==> config.mk <==
export PLATFORM = sky130hd
export DESIGN_NAME = quad_counter_array_flat
export DESIGN_NICKNAME = d
export VERILOG_FILES = /design/src/rtl/quad_counter_pkg.sv /design/src/rtl/quad_counter_array_if.sv /design/src/rtl/quad_channel.sv /design/src/rtl/quad_counter_array.sv /design/src/flat_wrapper.sv
export SDC_FILE = /design/constraint.sdc
export NUM_CORES = 1
export LEC_CHECK = 0
export CORE_ASPECT_RATIO = 0.5
export CORE_MARGIN = 3
export CORE_UTILIZATION = 51
export CTS_BUF_LIST = sky130_fd_sc_hd__clkbuf_4 sky130_fd_sc_hd__clkbuf_8 sky130_fd_sc_hd__clkbuf_16
export DETAILED_ROUTE_END_ITERATION = 8
export PLACE_DENSITY = 0.78
export SYNTH_ARGS = -nofsm -noshare
export SYNTH_HDL_FRONTEND = slang
export SYNTH_HIERARCHICAL = 1
export SYNTH_SLANG_ARGS = --single-unit
==> constraint.sdc <==
create_clock -name clk -period 2.1 [get_ports clk]
set_clock_uncertainty 0.2 [all_clocks]
set_input_delay 0.315 -clock clk [delete_from_list [all_inputs] [get_ports clk]]
set_output_delay 0.315 -clock clk [all_outputs]
set_load 0.03 [all_outputs]
==> src/rtl/quad_counter_pkg.sv <==
// Shared constants and helpers for the quadrature counter array:
// decode-mode encodings, the four {A,B} phase codes and the forward
// phase successor used by the per-channel decoder.
package quad_counter_pkg;

  // One quadrature phase sample, bit 1 = A, bit 0 = B
  typedef logic [1:0] phase_t;

  // Decode resolution selectors; 2'b11 falls through to full x4 decoding
  localparam logic [1:0] MODE_X1 = 2'b00;
  localparam logic [1:0] MODE_X2 = 2'b01;
  localparam logic [1:0] MODE_X4 = 2'b10;

  // Phase codes in forward order: 00 -> 10 -> 11 -> 01 -> 00
  localparam phase_t PHASE_00 = 2'b00;
  localparam phase_t PHASE_10 = 2'b10;
  localparam phase_t PHASE_11 = 2'b11;
  localparam phase_t PHASE_01 = 2'b01;

  // Phase that follows p when the encoder turns forward.
  // A reverse step is simply the case where next_phase(new) == old.
  function automatic phase_t next_phase(input phase_t p);
    case (p)
      PHASE_00: next_phase = PHASE_10;
      PHASE_10: next_phase = PHASE_11;
      PHASE_11: next_phase = PHASE_01;
      default:  next_phase = PHASE_00;
    endcase
  endfunction

endpackage

==> src/rtl/quad_counter_array_if.sv <==
// Bundle of the per-channel encoder inputs, the shared mode controls and
// the packed per-channel results of the quadrature counter array.
// master = the side that drives encoder pins and controls,
// slave  = the counter array itself.
interface quad_counter_array_if #(
  parameter int CHANNELS = 2,
  parameter int WIDTH    = 8
);

  logic [CHANNELS-1:0]       quad_a;
  logic [CHANNELS-1:0]       quad_b;
  logic [1:0]                mode;
  logic                      wrap_en;
  logic [CHANNELS-1:0]       clear;
  logic [CHANNELS-1:0]       err_clr;
  logic [CHANNELS*WIDTH-1:0] count;
  logic [CHANNELS-1:0]       dir;
  logic [CHANNELS-1:0]       step;
  logic [CHANNELS-1:0]       err;

  modport master (
    output quad_a,
    output quad_b,
    output mode,
    output wrap_en,
    output clear,
    output err_clr,
    input  count,
    input  dir,
    input  step,
    input  err
  );

  modport slave (
    input  quad_a,
    input  quad_b,
    input  mode,
    input  wrap_en,
    input  clear,
    input  err_clr,
    output count,
    output dir,
    output step,
    output err
  );

endinterface

==> src/rtl/quad_channel.sv <==
// One quadrature channel: 2-flop synchroniser, run-length glitch filter,
// transition decoder and the up/down counter with wrap/saturate, clear
// and sticky illegal-transition flag.
module quad_channel
  import quad_counter_pkg::*;
#(
  parameter int WIDTH      = 8,
  parameter int FILTER_LEN = 3
) (
  input  logic             clk,
  input  logic             rst,
  input  logic             quad_a,
  input  logic             quad_b,
  input  logic [1:0]       mode,
  input  logic             wrap_en,
  input  logic             clear,
  input  logic             err_clr,
  output logic [WIDTH-1:0] count,
  output logic             dir,
  output logic             step,
  output logic             err
);

  // FILTER_LEN is at most 15, so four bits always hold the run length
  localparam int RUN_W = 4;
  localparam logic [RUN_W-1:0] RUN_LAST  = RUN_W'(FILTER_LEN - 1);
  localparam logic [WIDTH-1:0] COUNT_MAX = '1;
  localparam logic [WIDTH-1:0] COUNT_MIN = '0;

  phase_t           sync1;
  phase_t           sync2;
  phase_t           filt;
  phase_t           filt_prev;
  logic [RUN_W-1:0] run;

  logic             is_fwd;
  logic             is_rev;
  logic             is_illegal;
  logic             a_moved;
  logic             fire;
  logic [WIDTH-1:0] count_next;

  // Bring both asynchronous encoder pins into the clock domain together
  always_ff @(posedge clk or posedge rst) begin
    if (rst) begin
      sync1 <= PHASE_00;
      sync2 <= PHASE_00;
    end else begin
      sync1 <= {quad_a, quad_b};
      sync2 <= sync1;
    end
  end

  // Accept a new phase only once it has differed for FILTER_LEN straight cycles
  always_ff @(posedge clk or posedge rst) begin
    if (rst) begin
      filt <= PHASE_00;
      run  <= '0;
    end else if (sync2 == filt) begin
      run <= '0;
    end else if (run == RUN_LAST) begin
      filt <= sync2;
      run  <= '0;
    end else begin
      run <= run + 1'b1;
    end
  end

  // Keep the previously accepted phase so each accepted change is seen once
  always_ff @(posedge clk or posedge rst) begin
    if (rst) begin
      filt_prev <= PHASE_00;
    end else begin
      filt_prev <= filt;
    end
  end

  // Classify the accepted transition and decide whether it counts in this mode
  always_comb begin
    is_fwd     = (next_phase(filt_prev) == filt);
    is_rev     = (next_phase(filt) == filt_prev);
    is_illegal = ((filt_prev ^ filt) == 2'b11);
    a_moved    = filt_prev[1] ^ filt[1];
    fire       = 1'b0;
    case (mode)
      MODE_X1: fire = ((filt_prev == PHASE_00) && (filt == PHASE_10)) ||
                      ((filt_prev == PHASE_10) && (filt == PHASE_00));
      MODE_X2: fire = (is_fwd || is_rev) && a_moved;
      MODE_X4: fire = is_fwd || is_rev;
      default: fire = is_fwd || is_rev;
    endcase
  end

  // Next count value for a step, wrapping or saturating at either end
  always_comb begin
    count_next = count;
    if (is_fwd) begin
      if (count == COUNT_MAX) begin
        count_next = wrap_en ? COUNT_MIN : COUNT_MAX;
      end else begin
        count_next = count + 1'b1;
      end
    end else begin
      if (count == COUNT_MIN) begin
        count_next = wrap_en ? COUNT_MAX : COUNT_MIN;
      end else begin
        count_next = count - 1'b1;
      end
    end
  end

  // Register count, direction, step pulse and sticky error; clear beats a step
  always_ff @(posedge clk or posedge rst) begin
    if (rst) begin
      count <= '0;
      dir   <= 1'b1;
      step  <= 1'b0;
      err   <= 1'b0;
    end else begin
      step <= fire;
      if (fire) begin
        dir <= is_fwd;
      end
      if (clear) begin
        count <= '0;
      end else if (fire) begin
        count <= count_next;
      end
      if (is_illegal) begin
        err <= 1'b1;
      end else if (err_clr) begin
        err <= 1'b0;
      end
    end
  end

endmodule

==> src/rtl/quad_counter_array.sv <==
// Array of independent quadrature channel counters sharing one clock,
// one decode mode and one wrap/saturate selection. Per-channel results
// are packed onto the bus with channel i at count[i*WIDTH +: WIDTH].
module quad_counter_array #(
  parameter int CHANNELS   = 2,
  parameter int WIDTH      = 8,
  parameter int FILTER_LEN = 3
) (
  input  logic                 clk,
  input  logic                 rst,
  quad_counter_array_if.slave  bus
);

  logic [WIDTH-1:0]    count_ch [CHANNELS];
  logic [CHANNELS-1:0] dir_ch;
  logic [CHANNELS-1:0] step_ch;
  logic [CHANNELS-1:0] err_ch;

  for (genvar i = 0; i < CHANNELS; i++) begin : g_chan
    quad_channel #(
      .WIDTH      (WIDTH),
      .FILTER_LEN (FILTER_LEN)
    ) u_chan (
      .clk     (clk),
      .rst     (rst),
      .quad_a  (bus.quad_a[i]),
      .quad_b  (bus.quad_b[i]),
      .mode    (bus.mode),
      .wrap_en (bus.wrap_en),
      .clear   (bus.clear[i]),
      .err_clr (bus.err_clr[i]),
      .count   (count_ch[i]),
      .dir     (dir_ch[i]),
      .step    (step_ch[i]),
      .err     (err_ch[i])
    );
  end

  // Pack the per-channel counts into the flat output vector
  always_comb begin
    bus.count = '0;
    for (int i = 0; i < CHANNELS; i++) begin
      bus.count[i*WIDTH +: WIDTH] = count_ch[i];
    end
  end

  assign bus.dir  = dir_ch;
  assign bus.step = step_ch;
  assign bus.err  = err_ch;

endmodule

==> src/flat_wrapper.sv <==
// flat-port wrapper written by rule: the top's interface ports become plain ports
module quad_counter_array_flat 
#(
  parameter int CHANNELS   = 2,
  parameter int WIDTH      = 8,
  parameter int FILTER_LEN = 3
)
  (clk, rst, bus_quad_a, bus_quad_b, bus_mode, bus_wrap_en, bus_clear, bus_err_clr, bus_count, bus_dir, bus_step, bus_err);
  quad_counter_array_if #(.CHANNELS(CHANNELS), .WIDTH(WIDTH)) bus_i ();
  input  logic clk;
  input  logic rst;
  input wire logic [$bits(bus_i.quad_a)-1:0] bus_quad_a;
  input wire logic [$bits(bus_i.quad_b)-1:0] bus_quad_b;
  input wire logic [$bits(bus_i.mode)-1:0] bus_mode;
  input wire logic [$bits(bus_i.wrap_en)-1:0] bus_wrap_en;
  input wire logic [$bits(bus_i.clear)-1:0] bus_clear;
  input wire logic [$bits(bus_i.err_clr)-1:0] bus_err_clr;
  output wire logic [$bits(bus_i.count)-1:0] bus_count;
  output wire logic [$bits(bus_i.dir)-1:0] bus_dir;
  output wire logic [$bits(bus_i.step)-1:0] bus_step;
  output wire logic [$bits(bus_i.err)-1:0] bus_err;
  assign bus_i.quad_a = bus_quad_a;
  assign bus_i.quad_b = bus_quad_b;
  assign bus_i.mode = bus_mode;
  assign bus_i.wrap_en = bus_wrap_en;
  assign bus_i.clear = bus_clear;
  assign bus_i.err_clr = bus_err_clr;
  assign bus_count = bus_i.count;
  assign bus_dir = bus_i.dir;
  assign bus_step = bus_i.step;
  assign bus_err = bus_i.err;
  quad_counter_array #(.CHANNELS(CHANNELS), .WIDTH(WIDTH), .FILTER_LEN(FILTER_LEN)) u_core (.clk(clk), .rst(rst), .bus(bus_i));
endmodule
==> run metrics <==
outcome=finished with violations; violated checks=setup timing; die area=6920 um2; nets=420; Tmin final=approximately 2.2 ns; number of I/O pins=35; hold crit path type=reg2reg; Initial Utilization=53.9%; leakage=1.89 nW; Die X-Extent=115 um; fraction of registers with async set/reset=100%; final hold violation count=0; required time worst endpoint=~2.1 ns; share of cells above drive strength 1=32.2%; kind of critical path=reg2reg; routed wire length=8.66 mm; Via density=6.29; Post-synth EDFFs=0; peak supply drop=0.000893 V; Yosys Warn Count=6; highest clock rate=457 MHz; GR Overflow Total=0; mean post-synth cell area=9.47 um2; CP top delay family=compound AO/OA/AOI/OAI gates; worst-case headroom to the max-slew limit=70.4%; Num CTS Buffers=5; clock net sink count=46; hold_ws=0.148 ns; Critical Path Fanout Max=5; Core Area=5590 um2; Die Y=60.4 um; Worst Tran Pin Value=0.443 ns; port buffer count=34; final setup margin=-0.0896 ns; drt wl/cell=18.4 um; H-tree depth=2; worst skew pair latency=0.28 ns; Placement Cell Area=3720 um2; Slew Limit Fails=0; Place WS=-0.245 ns; PD cells=about 1600 nW/um2; initial DRC count=315; CTS tree=done; CP max stage delay=0.47 ns; P&R area growth vs syn=39.5%; syn_nets=about 340; Max Cap Viol=0; period utilization=104%; number of global-route vias before repair=2,603; # diodes=0; Tot Pwr=6.58 mW; Antenna Nets Post-Route=0; clock buffer depth=2; Total GRT Usage=23.2%; global-route wire length before repair=12.6 mm; combined buffer and inverter count along the critical path=2; RSZ-0062 raised after global routing=yes; clk root buf=clkbuf_16; Finish-stage setup viols=6; Mapped Cells=318; dpl hpwl=5.37 mm; slowest CP cell=or4b_4; sequential element share of the synthesized area=38.3%; Synth cell types=46; synthesized area=3010 um2; most common library cell in the layout ignoring fill and taps=buf_4; final instance area=4200 um2; initial antenna violation count=0; CTS clk-pin slew, worst paths=0.06 ns; element type at the critical path end=flip-flop; CP arrival=2.16 ns; crit path launch type=flip-flop; standard-cell rows=19; flops & latches, synth=46; largest net degree at the start of global routing=24; most frequent cells in the layout=buf_4 (54), dfrtp_1 (33), clkdlybuf4s50_1 (28), nand2_1 (19), xnor2_1 (18); final RePlAce weighted congestion=0.953; DRC violations left=0; DR pass1 iterations=5; CP Cell Sequence=buf_12 > inv_8 > ha_4 > or4b_4 > a21boi_2 > o21ai_1 > o22ai_1 > a22o_1; Synth Flop Type=dfrtp_1; routed via count=approximately 3,000
final cells by class:
type | instances | area [um2]
Sequential cell | 46 | 1170
Timing Repair Buffer | 94 | 846
Tap cell | 73 | 91.3
Fill cell | 361 | 1380
Clock inverter | 3 | 21.3
Clock buffer | 5 | 125
Multi-Input combinational cell | 230 | 1860
Inverter | 20 | 95.1
cell usage after synthesis, types with 8 or more instances:
cell type	n	area (um2)
a21oi_1	8	40.0
a22o_1	10	87.6
a31oi_1	10	62.6
a32o_1	10	100
buf_2	12	60.1
dfrtp_1	44	1100
ha_1	10	125
inv_1	20	75.1
nand2_1	20	75.1
nand3_1	18	90.1
nor2_1	14	52.6
nor3_1	8	40.0
nor3b_1	8	60.1
o21ai_0	14	70.1
xnor2_1	18	158
registers in the layout, indices dropped and copies added, names as in the netlist:
signal / count
u_core/g_chan.u_chan/err: 2
u_core/g_chan.u_chan/run: 8
u_core/g_chan.u_chan/step: 2
u_core/g_chan.u_chan/filt_prev: 4
u_core/g_chan.u_chan/sync1: 4
u_core/g_chan.u_chan/sync2: 4
u_core/g_chan.u_chan/count: 16
u_core/g_chan.u_chan/filt: 4
u_core/g_chan.u_chan/dir: 2
worst register-to-register path, cell delays in order, from the launching register on:
cell      delay (ns)
dfrtp_2         0.46
buf_12          0.15
inv_8           0.06
ha_4            0.13
or4b_4          0.47
a21boi_2        0.17
o21ai_1         0.13
o22ai_1         0.10
a22o_1          0.20
routing by layer:
metal | global-route usage [%] | share of wire [%]
met1 | 29.7 | 42
met2 | 39.4 | 48
met3 | 4.58 | 5.9
met4 | 10.4 | 3.5
met5 | 0 | 0
logic make-up after synthesis:
group                    after synthesis  share of synthesized area, %
AND/OR/NAND/NOR                      102                          18.7
AO/OA/AOI/OAI                         84                          21.1
flip-flops                            46                          38.3
buffers and inverters                 42                          6.48
XOR/XNOR                              24                          6.98
multiplexers                          10                          4.32
adder cells (fa/ha/maj)               10                          4.15
power breakdown:
group | internal [mW] | switching, mW
combinational | 2.05 | 2.20
sequential | 1.20 | 0.354
clock | 0.440 | 0.329
total | 3.70 | 2.88
repair_timing:
| item | in CTS | in global routing |
|---|---|---|
| gates resized for setup | 6 | 44 |
| buffers inserted | 6 | 10 |
| hold buffers | 0 | 0 |
| setup endpoints to repair | 6 | 18 |
| pin swaps | 5 | 8 |
| gates cloned | 0 | 0 |
| endpoints found under the hold margin | 0 | 0 |
per-stage QoR:
stage	util [%]	std cells	setup TNS [ns]
floorplan	-	318	-0.594
global placement	66.6	448	-2.76
detailed placement	66.6	448	-3.43
CTS	70.7	462	-0.0145
global route	75.2	471	-0.540
finish	75.2	471	-0.268
worst paths after layout:
path	start	to	slack, ns	depth (start not counted)
min reg2reg	u_core/g_chan[0].u_chan/sync1[0]	u_core/g_chan[0].u_chan/sync2[0]	0.15	0
max reg2reg	u_core/g_chan[0].u_chan/count[0]	u_core/g_chan[0].u_chan/count[6]	-0.09	8
max	u_core/g_chan[0].u_chan/count[0]	u_core/g_chan[0].u_chan/count[6]	-0.09	8
min in group asynchronous	rst	u_core/g_chan[0].u_chan/count[2]	0.22	3
max in group asynchronous	rst	u_core/g_chan[1].u_chan/dir	1.20	3
min	u_core/g_chan[0].u_chan/sync1[0]	u_core/g_chan[0].u_chan/sync2[0]	0.15	0
Note: power is estimated with default switching activity, not from simulation.
